$ cat src/rtl/rs232_pkg.sv
// rs232_pkg: 8N1 frame constants, FSM state encoding and baud divider shared by the RS232 tx/rx paths.
package rs232_pkg;
    localparam int   DATA_BITS = 8;
    localparam logic START_LVL = 1'b0;
    localparam logic STOP_LVL  = 1'b1;
    localparam logic IDLE_LVL  = 1'b1;

    typedef enum logic [1:0] {IDLE, START, DATA, STOP} state_t;

    function automatic int div_calc(input int clk_freq, input int baud);
        return clk_freq / baud;
    endfunction
endpackage

$ cat src/rtl/rs232_tx_fifo.sv
// tx_fifo: synchronous byte FIFO with registered full/empty, a count and a drop-on-full write.
module tx_fifo #(
    parameter int DEPTH = 16
) (
    input  logic       clk,
    input  logic       rst_n,
    input  logic       wr,
    input  logic [7:0] data,
    input  logic       rd,
    output logic [7:0] head,
    output logic       full,
    output logic       empty,
    output logic       ovf
);
    localparam int AW = $clog2(DEPTH);

    logic [7:0]  mem [DEPTH];
    logic [AW-1:0] wp, rp;
    logic [AW:0]   count, count_nxt;
    logic          push, pull;

    assign push      = wr && !full;
    assign pull      = rd && !empty;
    assign count_nxt = count + (AW+1)'(push) - (AW+1)'(pull);
    assign head      = mem[rp];

    always_ff @(posedge clk)
        if (push) mem[wp] <= data;

    // Flags are computed from the next count so they are registered yet current.
    always_ff @(posedge clk or negedge rst_n) begin
        if (!rst_n) begin
            wp    <= '0;
            rp    <= '0;
            count <= '0;
            full  <= 1'b0;
            empty <= 1'b1;
            ovf   <= 1'b0;
        end else begin
            wp    <= wp + AW'(push);
            rp    <= rp + AW'(pull);
            count <= count_nxt;
            full  <= count_nxt == (AW+1)'(DEPTH);
            empty <= count_nxt == '0;
            ovf   <= ovf | (wr && full);
        end
    end
endmodule

$ cat src/rtl/rs232_tx.sv
// rs232_tx: FIFO-buffered 8N1 serial transmitter with back-to-back frame support.
module rs232_tx
    import rs232_pkg::*;
#(
    parameter int CLK_FREQ   = 50_000_000,
    parameter int BAUD       = 115200,
    parameter int FIFO_DEPTH = 16
) (
    input  logic       CLK_50MHZ,
    input  logic       RST_N,
    input  logic [7:0] TX_DATA,
    input  logic       TX_WR,
    output logic       TX_FULL,
    output logic       TX_EMPTY,
    output logic       TX_BUSY,
    output logic       TX_OVF,
    output logic       RS232_DCE_TXD
);
    localparam int DIV = div_calc(CLK_FREQ, BAUD);
    localparam int CW  = $clog2(DIV);

    state_t        state;
    logic [CW-1:0] cnt;
    logic [2:0]    bit_idx;
    logic [7:0]    shift, head;
    logic          bit_end, pop;

    assign bit_end = cnt == CW'(DIV - 1);
    assign pop     = !TX_EMPTY && (state == IDLE || (state == STOP && bit_end));
    assign TX_BUSY = state != IDLE;

    tx_fifo #(.DEPTH(FIFO_DEPTH)) u_fifo (
        .clk   (CLK_50MHZ),
        .rst_n (RST_N),
        .wr    (TX_WR),
        .data  (TX_DATA),
        .rd    (pop),
        .head  (head),
        .full  (TX_FULL),
        .empty (TX_EMPTY),
        .ovf   (TX_OVF)
    );

    always_ff @(posedge CLK_50MHZ or negedge RST_N) begin
        if (!RST_N) begin
            state         <= IDLE;
            cnt           <= '0;
            bit_idx       <= '0;
            shift         <= '0;
            RS232_DCE_TXD <= IDLE_LVL;
        end else begin
            cnt <= (state == IDLE || bit_end) ? '0 : cnt + 1'b1;
            case (state)
                IDLE:
                    if (pop) begin
                        shift         <= head;
                        state         <= START;
                        RS232_DCE_TXD <= START_LVL;
                    end
                START:
                    if (bit_end) begin
                        state         <= DATA;
                        bit_idx       <= '0;
                        RS232_DCE_TXD <= shift[0];
                    end
                DATA:
                    if (bit_end) begin
                        if (bit_idx == 3'(DATA_BITS - 1)) begin
                            state         <= STOP;
                            RS232_DCE_TXD <= STOP_LVL;
                        end else begin
                            shift         <= shift >> 1;
                            bit_idx       <= bit_idx + 3'd1;
                            RS232_DCE_TXD <= shift[1];
                        end
                    end
                STOP:
                    if (pop) begin
                        shift         <= head;
                        state         <= START;
                        RS232_DCE_TXD <= START_LVL;
                    end else if (bit_end) begin
                        state         <= IDLE;
                        RS232_DCE_TXD <= IDLE_LVL;
                    end
            endcase
        end
    end
endmodule
$ cat config.mk
export PLATFORM = sky130hd
export DESIGN_NAME = rs232_tx
export DESIGN_NICKNAME = d
export VERILOG_FILES = /design/src/rtl/rs232_pkg.sv /design/src/rtl/rs232_tx_fifo.sv /design/src/rtl/rs232_tx.sv
export SDC_FILE = /design/constraint.sdc
export NUM_CORES = 1
export LEC_CHECK = 0
export BUFFER_PORTS_ARGS = -buffer_cell sky130_fd_sc_hd__clkbuf_2
export CAP_MARGIN = 25
export CORE_MARGIN = 3
export CORE_UTILIZATION = 35
export CTS_BUF_LIST = sky130_fd_sc_hd__clkbuf_4 sky130_fd_sc_hd__clkbuf_8
export DETAILED_ROUTE_END_ITERATION = 8
export GPL_ROUTABILITY_DRIVEN = 0
export MAX_ROUTING_LAYER = met4
export PLACE_DENSITY = 0.59
export SETUP_SLACK_MARGIN = 0.3
export SYNTH_ARGS = -nofsm -noshare
export SYNTH_HDL_FRONTEND = slang
export SYNTH_HIERARCHICAL = 1
export SYNTH_SLANG_ARGS = --single-unit
export TNS_END_PERCENT = 20
$ cat constraint.sdc
create_clock -name CLK_50MHZ -period 5.61 [get_ports CLK_50MHZ]
set_input_delay 0.561 -clock CLK_50MHZ [delete_from_list [all_inputs] [get_ports CLK_50MHZ]]
set_output_delay 0.561 -clock CLK_50MHZ [all_outputs]
set_load 0.01 [all_outputs]
# After elaboration in Yosys (flattened, before gate mapping)
# Memories as Yosys holds them, arrays and structs flattened.
# Cells that the tools add are included.
word_totals:
  reg_bits: 39
  ram_bits: 128
  input_bits: 11
  output_inout_bits: 5
  mem_count: 1
memory_table:
  columns: ["memory", "depth", "width", "read_ports", "rd_ports_with_merged_regs", "wr", "line_no", "text"]
  rows:
  - ["u_fifo.mem", 16, 8, 1, 0, 1, "rs232_tx_fifo.sv:17", "logic [7:0] mem [DEPTH];"]
op_classes:
  addsub: 6
  n_eq_ne: 13
  n_mux: 25
  bitwise_logic: 1
  reduce_logical: 19
ops:
  columns: ["op", "count"]
  rows:
  - ["two-way mux 8 bit", 3]
  - ["one-hot mux 8 bit (2 select lines)", 1]
  - ["two-way mux 2 bit", 6]
  - ["AND reduction 4 bit", 3]
  - ["adder 9 x 1 -> 9 bit, second input constant", 1]
  - ["== test 9 bit, second input constant", 1]
  - ["two-way mux 3 bit", 3]
  - ["two-way mux 9 bit", 1]
  - ["adder 4 x 1 -> 4 bit", 2]
  - ["two-way mux 1 bit", 8]
  - ["!= test 2 bit, second input constant", 4]
  - ["one-hot mux 2 bit (4 select lines)", 1]
  - ["one-hot mux 3 bit (2 select lines)", 1]
  - ["nonzero test 2 bit", 3]
  - ["adder 5 x 1 -> 5 bit", 1]
  - ["== test 5 bit, second input constant", 1]
  - ["logical AND 1 bit", 5]
  - ["zero test 5 bit", 1]
  - ["AND reduction 5 bit", 1]
  - ["subtractor 5 x 1 -> 5 bit", 1]
  - ["== test 2 bit, second input constant", 2]
  - ["!= test 2 x 1 -> 1 bit, second input constant", 2]
  - ["one-hot mux 1 bit (4 select lines)", 1]
  - ["adder 3 x 1 -> 3 bit, second input constant", 1]
  - ["8 further kinds", 10]

# Depth between registers and ports, before layout
# Gate-level depths: netlist (run 1).
depth:
  word_depth: 7
  depth_mapped: 14
  ltp_nobuf: 14

# By module
# Netlist (run 1), hierarchy kept.
modules_own_cells:
  columns: ["module", "instances", "cells_per_inst", "area_per_inst_um2", "seq_area_each_um2"]
  rows:
  - ["tx_fifo", 1, 310, 5805.6, 4245.3]
  - ["rs232_tx", 1, 124, 1388.8, 576.8]

# Least setup slack after synthesis (run 1)
# OpenSTA, ideal clock, no wires.
synth_timing:
  path_kind: "reg2reg"
  start: "register cnt[1]"
  end: "register u_fifo.full"
  setup_ns: 0.088
  t_arrival_ns: 2.639
  required_time_ns: 5.522
  setup_slack_ns: 2.883
  stages_incl_launch_ff: 15
  path_buffers: 0
  synth_period_minus_slack_ns: 2.727
  path_cell_list: "dfrtp_1 > inv_1 > ha_1 > nand4b_4 > nor2_2 > a21oi_1 > nor2_1 > nor2b_1 > xnor2_1 > ha_1 > fa_1 > a21o_1 > a21oi_1 > xnor2_1 > nor3b_1"
synth_between:
  elab_chain_len: 7
synth_rtl:
  columns: ["element", "line_no", "text"]
  rows:
  - ["from (decl)", "rs232_tx.sv:23", "logic [CW-1:0] cnt;"]
  - ["from (signal assigned)", "rs232_tx.sv:52", "cnt <= (state == IDLE || bit_end) ? '0 : cnt + 1'b1;"]
  - ["== test 9 bit", "rs232_tx.sv:28", "assign bit_end = cnt == CW'(DIV - 1);"]
  - ["logical AND 1 bit", "rs232_tx.sv:29", "assign pop = !TX_EMPTY && (state == IDLE || (state == STOP && bit_end));"]
  - ["logical OR 1 bit", "rs232_tx.sv:29", null]
  - ["logical AND 1 bit", "rs232_tx.sv:29", null]
  - ["net pop", "rs232_tx.sv:26", "logic bit_end, pop;"]
  - ["logical AND 1 bit", "rs232_tx_fifo.sv:23", "assign pull = rd && !empty;"]
  - ["subtractor 5 x 1 -> 5 bit", "rs232_tx_fifo.sv:24", "assign count_nxt = count + (AW+1)'(push) - (AW+1)'(pull);"]
  - ["net u_fifo.count_nxt[4]", "rs232_tx_fifo.sv:19", "logic [AW:0] count, count_nxt;"]
  - ["== test 5 bit", "rs232_tx_fifo.sv:43", "full <= count_nxt == (AW+1)'(DEPTH);"]
  - ["to (signal assigned)", "rs232_tx_fifo.sv:43", null]
  - ["to (decl)", "rs232_tx_fifo.sv:11", "output logic full,"]
# The timed path passes the listed nets, and every way through them passes these cells.
# A chain may end at the register's enable or synchronous reset.

# Worst setup path after layout (run 1)
# Ends and elaborated chain as after synthesis.

==> run metrics, run 1 <==
Post-layout nets=484; fin util=0.396; DP Worst Slack=between 2 and 2.5 ns; Setup crit end kind=flop; xor/xnor share of the synthesized area=0.0183; ys flop type=edfxtp_1; Yosys reg bits=between 150 and 200; Synth area leaders=edfxtp_1 53%, dfrtp_1 13%, mux4_2 5.0%; final hold vios=0; maximum clock insertion buffer count=2; RSZ-0062 raised after global routing=no; H-tree depth=4; Layout area overhead=9.36%; Critical Path RT=5.96 ns; part of the power in registers=0.571; Async S/R FF share, synth=0.234; leading area contributor after synthesis=edfxtp_1; min Tclk post-route=~3.1 ns; DR WL/cell=around 19 um; mux contribution to synthesized area=0.125; cell internal pwr=2.01 mW; standard-cell rows=51; Synth Instances=434; Synth Area in Compound Gates=0.0710; area post-placement=7480 um2; clk slew on worst S/H paths=0.08 ns; top achievable clock speed=0.317 GHz; largest net degree at the start of global routing=40; number of global-route vias before repair=3817; Clock power frac=0.286; initial core utilization=0.363; top cells by count, synth=128 x edfxtp_1, 37 x dfrtp_1, 32 x mux2i_1; Port Buffer Count=15; crit path launch type=flop; clock sink total=167; post-synthesis simple-gate area fraction=0.0558; adder-cell share of the synthesized area=0.0306; wire length of the first global-routing pass=around 22 mm; fraction of layout cells with a size suffix above 1=0.218; global route total overflow=0; drt first pass iters=4; DRT Wirelength=13.9 mm; Syn Area/Cell=between 15 and 20 um2; clk root buf=clkbuf_8; Sw Share=0.269; combinational family with the most area after synthesis=multiplexers; Worst VDD drop=0.309 mV; Core Area=19800 um2; Die Ht=149 um; IO Pins=16; vias=3712; ANT cells=0; CP arrival=3.50 ns; synthesized area=slightly above 7000 um2; critical path type=reg -> reg; antenna viol nets, final=0; PwrDens=349 nW/um2; sequential share of the synthesized area=0.670; Design Area, Final=between 7000 and 8000 um2; Worst-Skew Late Latency=0.45 ns; Relative slew margins=0.336; DRC=0; clock skew=0.0152 ns; Yosys warnings=6; Cells after DPL=700; CTS tree=built; Hold WC Path Type=in -> reg; total negative slack=0 ns; syn_nets=462; Die Span X=149 um; post-synth cell types=51; DR iter-0 viols=approximately 300; GRT Util Overall=0.137; final worst-path cycle share=0.561; die area=22300 um2; Leak=3.00 nW; combinational power share=0.144; max cap viols=0; CTS Buf Count=17; initial antenna violation count=0; post-route insts no fill=about 730; post-DP HPWL=around 9.1 mm; most common cell in the netlist=edfxtp_1; critical path fanouts, max=6; # resized after CTS=0; final setup margin=2.46 ns; Yosys top cell area share=0.534; status=complete, no violations; EDFF count, synth=128; Slew Viols, Final=0; DR vias/cell=5.06; final setup fails=0; P_sw=0.738 mW; Least-Margin Pin Slew=0.992 ns
[power by group through the flow]
| stage | registers (mW) | logic (mW) | clock network, mW |
|---|---|---|---|
| 3_3_place_gp | 1.59 | 0.383 | 0 |
| 5_1_grt | 1.58 | 0.445 | 0.871 |
| 6_report | 1.57 | 0.395 | 0.785 |
| 4_1_cts | 1.57 | 0.401 | 0.813 |
| 2_1_floorplan | 1.57 | 0.271 | 0 |
| 3_5_place_dp | 1.60 | 0.401 | 0 |
[layout by cell type (no fill, tap or decap), drive strengths merged, types with 2 or more instances in the layout]
master / instances
edfxtp: 128
dfrtp: 37
clkbuf: 35
mux2i: 32
nor2: 24
nand2: 17
mux2: 17
ha: 16
mux4: 16
o21ai: 16
a221oi: 16
inv: 14
xnor2: 10
a22oi: 9
nor3: 7
a21oi: 6
buf: 6
clkinv: 6
nand3: 5
xor2: 5
nand2b: 5
nor2b: 5
or3: 4
a21o: 4
a22o: 3
dfstp: 2
o31ai: 2
and2: 2
clkinvlp: 2
[through the flow]
step | hold slack (ns) | power [mW]
2_1_floorplan | 0.265 | 1.84
3_3_place_gp | 0.441 | 1.97
3_5_place_dp | 0.450 | 2.00
4_1_cts | 0.275 | 2.78
5_1_grt | 0.321 | 2.90
6_report | 0.334 | 2.75
[registers in the layout (all words and copies together), names as in the netlist]
signal	cells
shift	8
u_fifo/rp	4
bit_idx	3
u_fifo/full	1
state	2
u_fifo/ovf	1
RS232_DCE_TXD	1
u_fifo/wp	4
u_fifo/mem	128
u_fifo/empty	1
cnt	9
u_fifo/count	5
[cell families after synthesis]
group / count (synthesis)
XOR/XNOR: 15
adder cells (fa/ha/maj): 17
AND/OR/NAND/NOR: 76
flip-flops: 167
AO/OA/AOI/OAI: 63
buffers and inverters: 31
multiplexers: 65
[critical path, cell delays in order (launching register included)]
cell and delay, ns:
dfrtp_1 0.41, inv_1 0.07, ha_1 0.18, nand4b_4 0.16, nor2_2 0.16, a21oi_1 0.09, nor2_1 0.08, nor2b_1 0.37
xnor2_1 0.13, ha_1 0.23, fa_1 0.40, a21o_1 0.19, a21oi_1 0.17, xnor2_1 0.18, nor3b_1 0.24
[routing by layer]
metal | GRT usage | routed length, um | part of all wire | vias to the layer above
li1 | - | - | - | 1724
met1 | 0.179 | 6250 | 0.45 | 1905
met2 | 0.215 | 6960 | 0.50 | 69
met3 | 0.0319 | 496 | 0.036 | 14
met4 | 0.0412 | 170 | 0.012 | 0
met5 | - | 0 | 0 | -
[path summary, 6_finish.rpt]
check	slack [ns]	start	depth (start not counted)	to
setup / recovery	2.46	cnt[1]$_DFF_PN0_	14	u_fifo/full$_DFF_PN0_
hold / removal	0.33	TX_WR	2	u_fifo/ovf$_DFF_PN0_
setup reg to reg	2.46	cnt[1]$_DFF_PN0_	14	u_fifo/full$_DFF_PN0_
hold reg to reg	0.47	u_fifo/ovf$_DFF_PN0_	1	u_fifo/ovf$_DFF_PN0_
max in group asynchronous	4.67	RST_N	3	u_fifo/empty$_DFF_PN1_
min in group asynchronous	0.47	RST_N	2	cnt[8]$_DFF_PN0_
[timing repair]
item,in CTS,in global routing
hold buffers,0,1
buffers inserted,0,0
hold endpoints to repair,0,2
[cell type report]
cell class	count	area, um2
Clock buffer	20	256
Clock inverter	11	100
Fill cell	1780	12000
Inverter	12	45.0
Multi-Input combinational cell	236	2170
Sequential cell	167	4820
Tap cell	265	332
Timing Repair Buffer	22	143
Note: power is estimated with default switching activity, not from simulation.
==> run 2, diff against run 1 <==
==> constraint.sdc (replaced) <==
create_clock -name CLK_50MHZ -period 3.1 [get_ports CLK_50MHZ]
set_input_delay 0.31 -clock CLK_50MHZ [delete_from_list [all_inputs] [get_ports CLK_50MHZ]]
set_output_delay 0.31 -clock CLK_50MHZ [all_outputs]
set_load 0.01 [all_outputs]
==> run 2 against run 1 <==
Compared with the run above:
- register-to-register slack got worse by 2.1 ns
- sequential share of layout area shrank 1.4 points
- sequential power up 81%
- via count rose by 3.7%
- worst setup slack worse by 2.1 ns
- fmax rose by 16%
- clock-buffer cell count fell by 2
- flip-flop and latch count unchanged
- critical endpoint unchanged
==> run metrics, run 2 (same netlist as run 1, synthesis figures left out) <==
DR vias/cell=5.16; Leak=3.09 nW; clock skew=approximately 0.0098 ns; number of global-route vias before repair=3792; Die Span X=149 um; min Tclk post-route=2.71 ns; Relative slew margins=0.382; critical path type=reg -> reg; RSZ-0062 raised after global routing=yes; CP arrival=3.08 ns; Die Ht=between 100 and 150 um; maximum clock insertion buffer count=2; worst hold slack=roughly 0.086 ns; CTS Buf Count=17; DRC=0; vias=3851; Crit-path slowest cell=fa_2; total negative slack=0 ns; final worst-path cycle share=0.875; most frequent cells in the layout=128 x edfxtp_1, 36 x dfrtp_1, 32 x mux2i_1; antenna viol nets, final=0; wire length of the first global-routing pass=21.8 mm; critical path fanouts, max=4; area post-placement=7550 um2; largest reg by FF count=u_fifo/mem; Least-Margin Pin Slew=0.924 ns; PwrDens=644 nW/um2; Post-layout nets=496; clock sink total=between 150 and 200; final setup fails=0; most frequent CP cell=ha_2; Worst-Skew Late Latency=0.45 ns; Core Area=between 15000 and 20000 um2; standard-cell rows=approximately 50; Worst VDD drop=between 0.3 and 0.4 mV; IO Pins=16; Setup crit end kind=flop; post-DP HPWL=9.01 mm; clk slew on worst S/H paths=0.08 ns; Critical Path RT=3.47 ns; fraction of layout cells with a size suffix above 1=0.249; largest net degree at the start of global routing=40; DRT Wirelength=approximately 14 mm; Worst path max stage delay=0.45 ns; Layout area overhead=12.0%; Hold WC Path Type=in -> reg; GRT Util Overall=0.135; critical-path cell list=inv_1 -> ha_2 -> nand4b_4 -> nor2_4 -> a21oi_1 -> nor2_1 -> nor2b_4 -> xnor2_1 -> ha_2 -> fa_2 -> or3_4 -> nor3b_2; DR WL/cell=about 19 um; ANT cells=0; DR iter-0 viols=~270; final hold vios=0; max reg flops=128; clk root buf=clkbuf_8; die area=around 22000 um2; Design Area, Final=around 8100 um2; drt first pass iters=5; H-tree depth=4; status=complete, no violations; max cap viols=0; global route total overflow=0; initial core utilization=0.363; top achievable clock speed=0.368 GHz; initial antenna violation count=0; Slew Viols, Final=0; crit path launch type=flop; Largest regs=u_fifo/mem x128, cnt x9, shift x8; Fillers=1767; Port Buffer Count=15; commonest non-fill, non-tap cell in the layout=edfxtp_1; CTS tree=built
-- run 2: layout make-up --
class	count	area, um2	share of cell area
repair buffers	34	258	0.0320
clock inverters	14	151	0.0188
flip-flops and latches	167	4820	0.599
inverters	12	45.0	0.00559
clock buffers	18	241	0.0300
well taps	265	332	0.0411
multi-input cells	236	2210	0.274
-- run 2: layer usage --
layer  GRT usage  share of wire  up-vias
met5           -              0        -
met4      0.0458          0.014        0
met3      0.0322          0.041       14
met2       0.205           0.49       89
met1       0.180           0.45     1999
li1            -              -     1749
-- run 2: worst paths after layout --
kind / to / depth (start not counted) / startpoint / slack (ns)
hold reg to reg: u_fifo/ovf$_DFF_PN0_ / 1 / u_fifo/ovf$_DFF_PN0_ / 0.46
setup / recovery: u_fifo/full$_DFF_PN0_ / 12 / cnt[1]$_DFF_PN0_ / 0.39
setup reg to reg: u_fifo/full$_DFF_PN0_ / 12 / cnt[1]$_DFF_PN0_ / 0.39
hold / removal: u_fifo/ovf$_DFF_PN0_ / 2 / TX_WR / 0.09
max in group asynchronous: u_fifo/empty$_DFF_PN1_ / 3 / RST_N / 2.40
min in group asynchronous: cnt[8]$_DFF_PN0_ / 2 / RST_N / 0.22
-- run 2: critical path, delay by kind of cell, from the launching register on --
kind / cells / cell delay [ns]
and+or+nand+nor: 6 / 1.12
adders and majority gates: 3 / 0.85
DFF: 1 / 0.40
xor gates and xnor gates: 1 / 0.13
AOI/OAI and AO/OA: 1 / 0.07
buffers and inverters: 1 / 0.06
-- run 2: power by group --
group	internal, mW	switching (mW)
combinational	0.354	0.471
clock	0.731	0.798
sequential	2.70	0.132
-- run 2: what timing repair did --
action / CTS / global route
hold buffers: 0 / 1
gates cloned: 0 / 0
setup endpoints to repair: 2 / 3
gates resized for setup: 4 / 6
setup buffers: 3 / 3
pin swaps: 1 / 4
hold endpoints to repair: 0 / 38
-- run 2: per-stage QoR --
step / instances / setup WS, ns / total power, mW / utilization
final: 746 / 0.386 / 5.19 / 0.406
after CTS: 741 / 0.309 / 5.19 / 0.402
after global placement: 706 / 0.286 / 3.54 / 0.380
after detailed placement: 706 / 0.207 / 3.60 / 0.380
after global routing: 746 / 0.197 / 5.46 / 0.406
after floorplan: 434 / 0.373 / 3.33 / -
==> run 3, diff against run 2 <==
--- a/config.mk
+++ b/config.mk
@@ -14,7 +14,7 @@
 export GPL_ROUTABILITY_DRIVEN = 0
 export MAX_ROUTING_LAYER = met4
 export PLACE_DENSITY = 0.59
-export SETUP_SLACK_MARGIN = 0.3
+export SETUP_SLACK_MARGIN = 0.5
 export SYNTH_ARGS = -nofsm -noshare
 export SYNTH_HDL_FRONTEND = slang
 export SYNTH_HIERARCHICAL = 1
==> run 3 against run 2 <==
Compared with the run above:
- clock power grew 10%
- register-to-register slack better by 0.04 ns
- final cell count is 0.40% higher
- largest power group unchanged
==> run metrics, run 3 (same netlist as run 1, synthesis figures left out) <==
status=complete, no violations; clock skew=between 0.01 and 0.015 ns; total negative slack=0 ns; CTS tree=built; final setup margin=0.428 ns; Setup crit end kind=flop; final setup fails=0; DRC=0; RSZ-0062 raised after global routing=yes; crit path launch type=flop; Die Span X=149 um; largest net degree at the start of global routing=33; Worst VDD drop=0.428 mV; post-route insts no fill=749; maximum clock insertion buffer count=2; Core Area=19800 um2; GRT Util Overall=0.135; H-tree depth=4; CP arrival=about 3 ns; Port Buffer Count=15; Critical Path RT=around 3.5 ns; Largest regs=u_fifo/mem x128, cnt x9, shift x8; Worst Min Path Start=TX_WR; fin util=0.408; DRT Wirelength=13.7 mm; DR iter-0 viols=240; critical-path cell list=inv_2 -> ha_4 -> nand4b_4 -> nor2_4 -> a21oi_2 -> nor2_1 -> nor2b_4 -> xnor2_1 -> ha_2 -> fa_2 -> xor2_1 -> or3_4 -> nor3b_2; max cap viols=0; CTS Buf Count=17; Fillers=1754; critical path type=reg -> reg; number of cells on the critical path=13; WHS Path Cells=2; CP delay by family, top=simple AND/OR/NAND/NOR gates; post-DP HPWL=9.01 mm; largest reg by FF count=u_fifo/mem; drt first pass iters=5; crit path launch=cnt[1]$_DFF_PN0_; ANT cells=0; clock sink total=167; clk root buf=clkbuf_8; Post-layout nets=499; clk slew on worst S/H paths=0.09 ns; Leak=roughly 3.1 nW; Crit-path slowest cell=fa_2; final hold vios=0; Hold WC Path Type=in -> reg; Worst-Skew Late Latency=0.45 ns; IO Pins=16; initial antenna violation count=0; vias=roughly 3700; min Tclk post-route=approximately 2.7 ns; critical path fanouts, max=4; antenna viol nets, final=0; commonest non-fill, non-tap cell in the layout=edfxtp_1; final worst-path cycle share=0.862; worst reg-to-reg path cell count=13; global route total overflow=0; Worst path max stage delay=0.40 ns; Layout area overhead=12.7%; fraction of layout cells with a size suffix above 1=0.264; Relative slew margins=0.381; multi-input combinational cell area=about 2200 um2; die area=22300 um2; CP bufs+invs=1; Least-Margin Pin Slew=around 0.92 ns; DR vias/cell=5.00; worst reg2reg startpoint=cnt[1]$_DFF_PN0_; Cells after DPL=a little over 700; standard-cell rows=51; FF/Latch Area=4820 um2; initial core utilization=0.363; DP Worst Slack=0.191 ns; DR WL/cell=~18 um; top achievable clock speed=~0.37 GHz; PwrDens=659 nW/um2; wire length of the first global-routing pass=around 22 mm; worst hold slack=0.0765 ns; max reg flops=128; Slew Viols, Final=0; Die Ht=~150 um; most frequent cells in the layout=128 x edfxtp_1, 36 x dfrtp_1, 32 x mux2i_1; number of global-route vias before repair=between 3000 and 4000
[run 3: area by class of cell]
type                    count  share of cell area
clock buffers              17              0.0289
multi-input cells         236               0.274
flip-flops and latches    167               0.595
inverters                  12             0.00556
clock inverters            15              0.0255
repair buffers             37              0.0299
well taps                 265              0.0409
[run 3: worst paths after layout]
check                                         end  slack, ns
max                         u_fifo/full$_DFF_PN0_       0.43
min reg2reg                  u_fifo/ovf$_DFF_PN0_       0.47
min                          u_fifo/ovf$_DFF_PN0_       0.08
max reg2reg                 u_fifo/full$_DFF_PN0_       0.43
min in group asynchronous  u_fifo/rp[1]$_DFF_PN0_       0.39
max in group asynchronous  bit_idx[1]$_DFFE_PN0P_       2.04
[run 3: what timing repair did]
action | CTS | global route
setup endpoints to repair | 3 | 4
pin swaps | 3 | 9
buffers inserted | 6 | 2
hold endpoints to repair | 20 | 0
gates resized for setup | 2 | 5
hold buffers | 1 | 0
[run 3: worst register-to-register path, cell delays in order, from the launching register on]
cell	delay [ns]
dfrtp_1	0.39
inv_2	0.07
ha_4	0.13
nand4b_4	0.12
nor2_4	0.15
a21oi_2	0.06
nor2_1	0.12
nor2b_4	0.19
xnor2_1	0.08
ha_2	0.20
fa_2	0.40
xor2_1	0.17
or3_4	0.34
nor3b_2	0.18
[run 3: metrics by stage]
step | total power, mW | instance area [um2]
after floorplan | 3.37 | 7220
after global placement | 3.58 | 7560
after detailed placement | 3.64 | 7560
after CTS | 5.38 | 8070
after global routing | 5.60 | 8110
final | 5.35 | 8110
[run 3: power breakdown]
| part | internal (mW) | total, mW | switching, mW | leakage, nW |
|---|---|---|---|---|
| Sequential | 2.70 | 2.83 | 0.131 | 1.63 |
| Clock | 0.833 | 1.69 | 0.854 | 0.220 |
| Combinational | 0.361 | 0.825 | 0.465 | 1.27 |
| Total | 3.90 | 5.35 | 1.45 | 3.12 |
[run 3: metal layers]
layer	vias to the layer above	wire, um	global-route usage
li1	1749	-	-
met1	1916	6140	0.169
met2	71	6940	0.217
met3	10	500	0.0325
met4	0	123	0.0412
met5	-	0	-
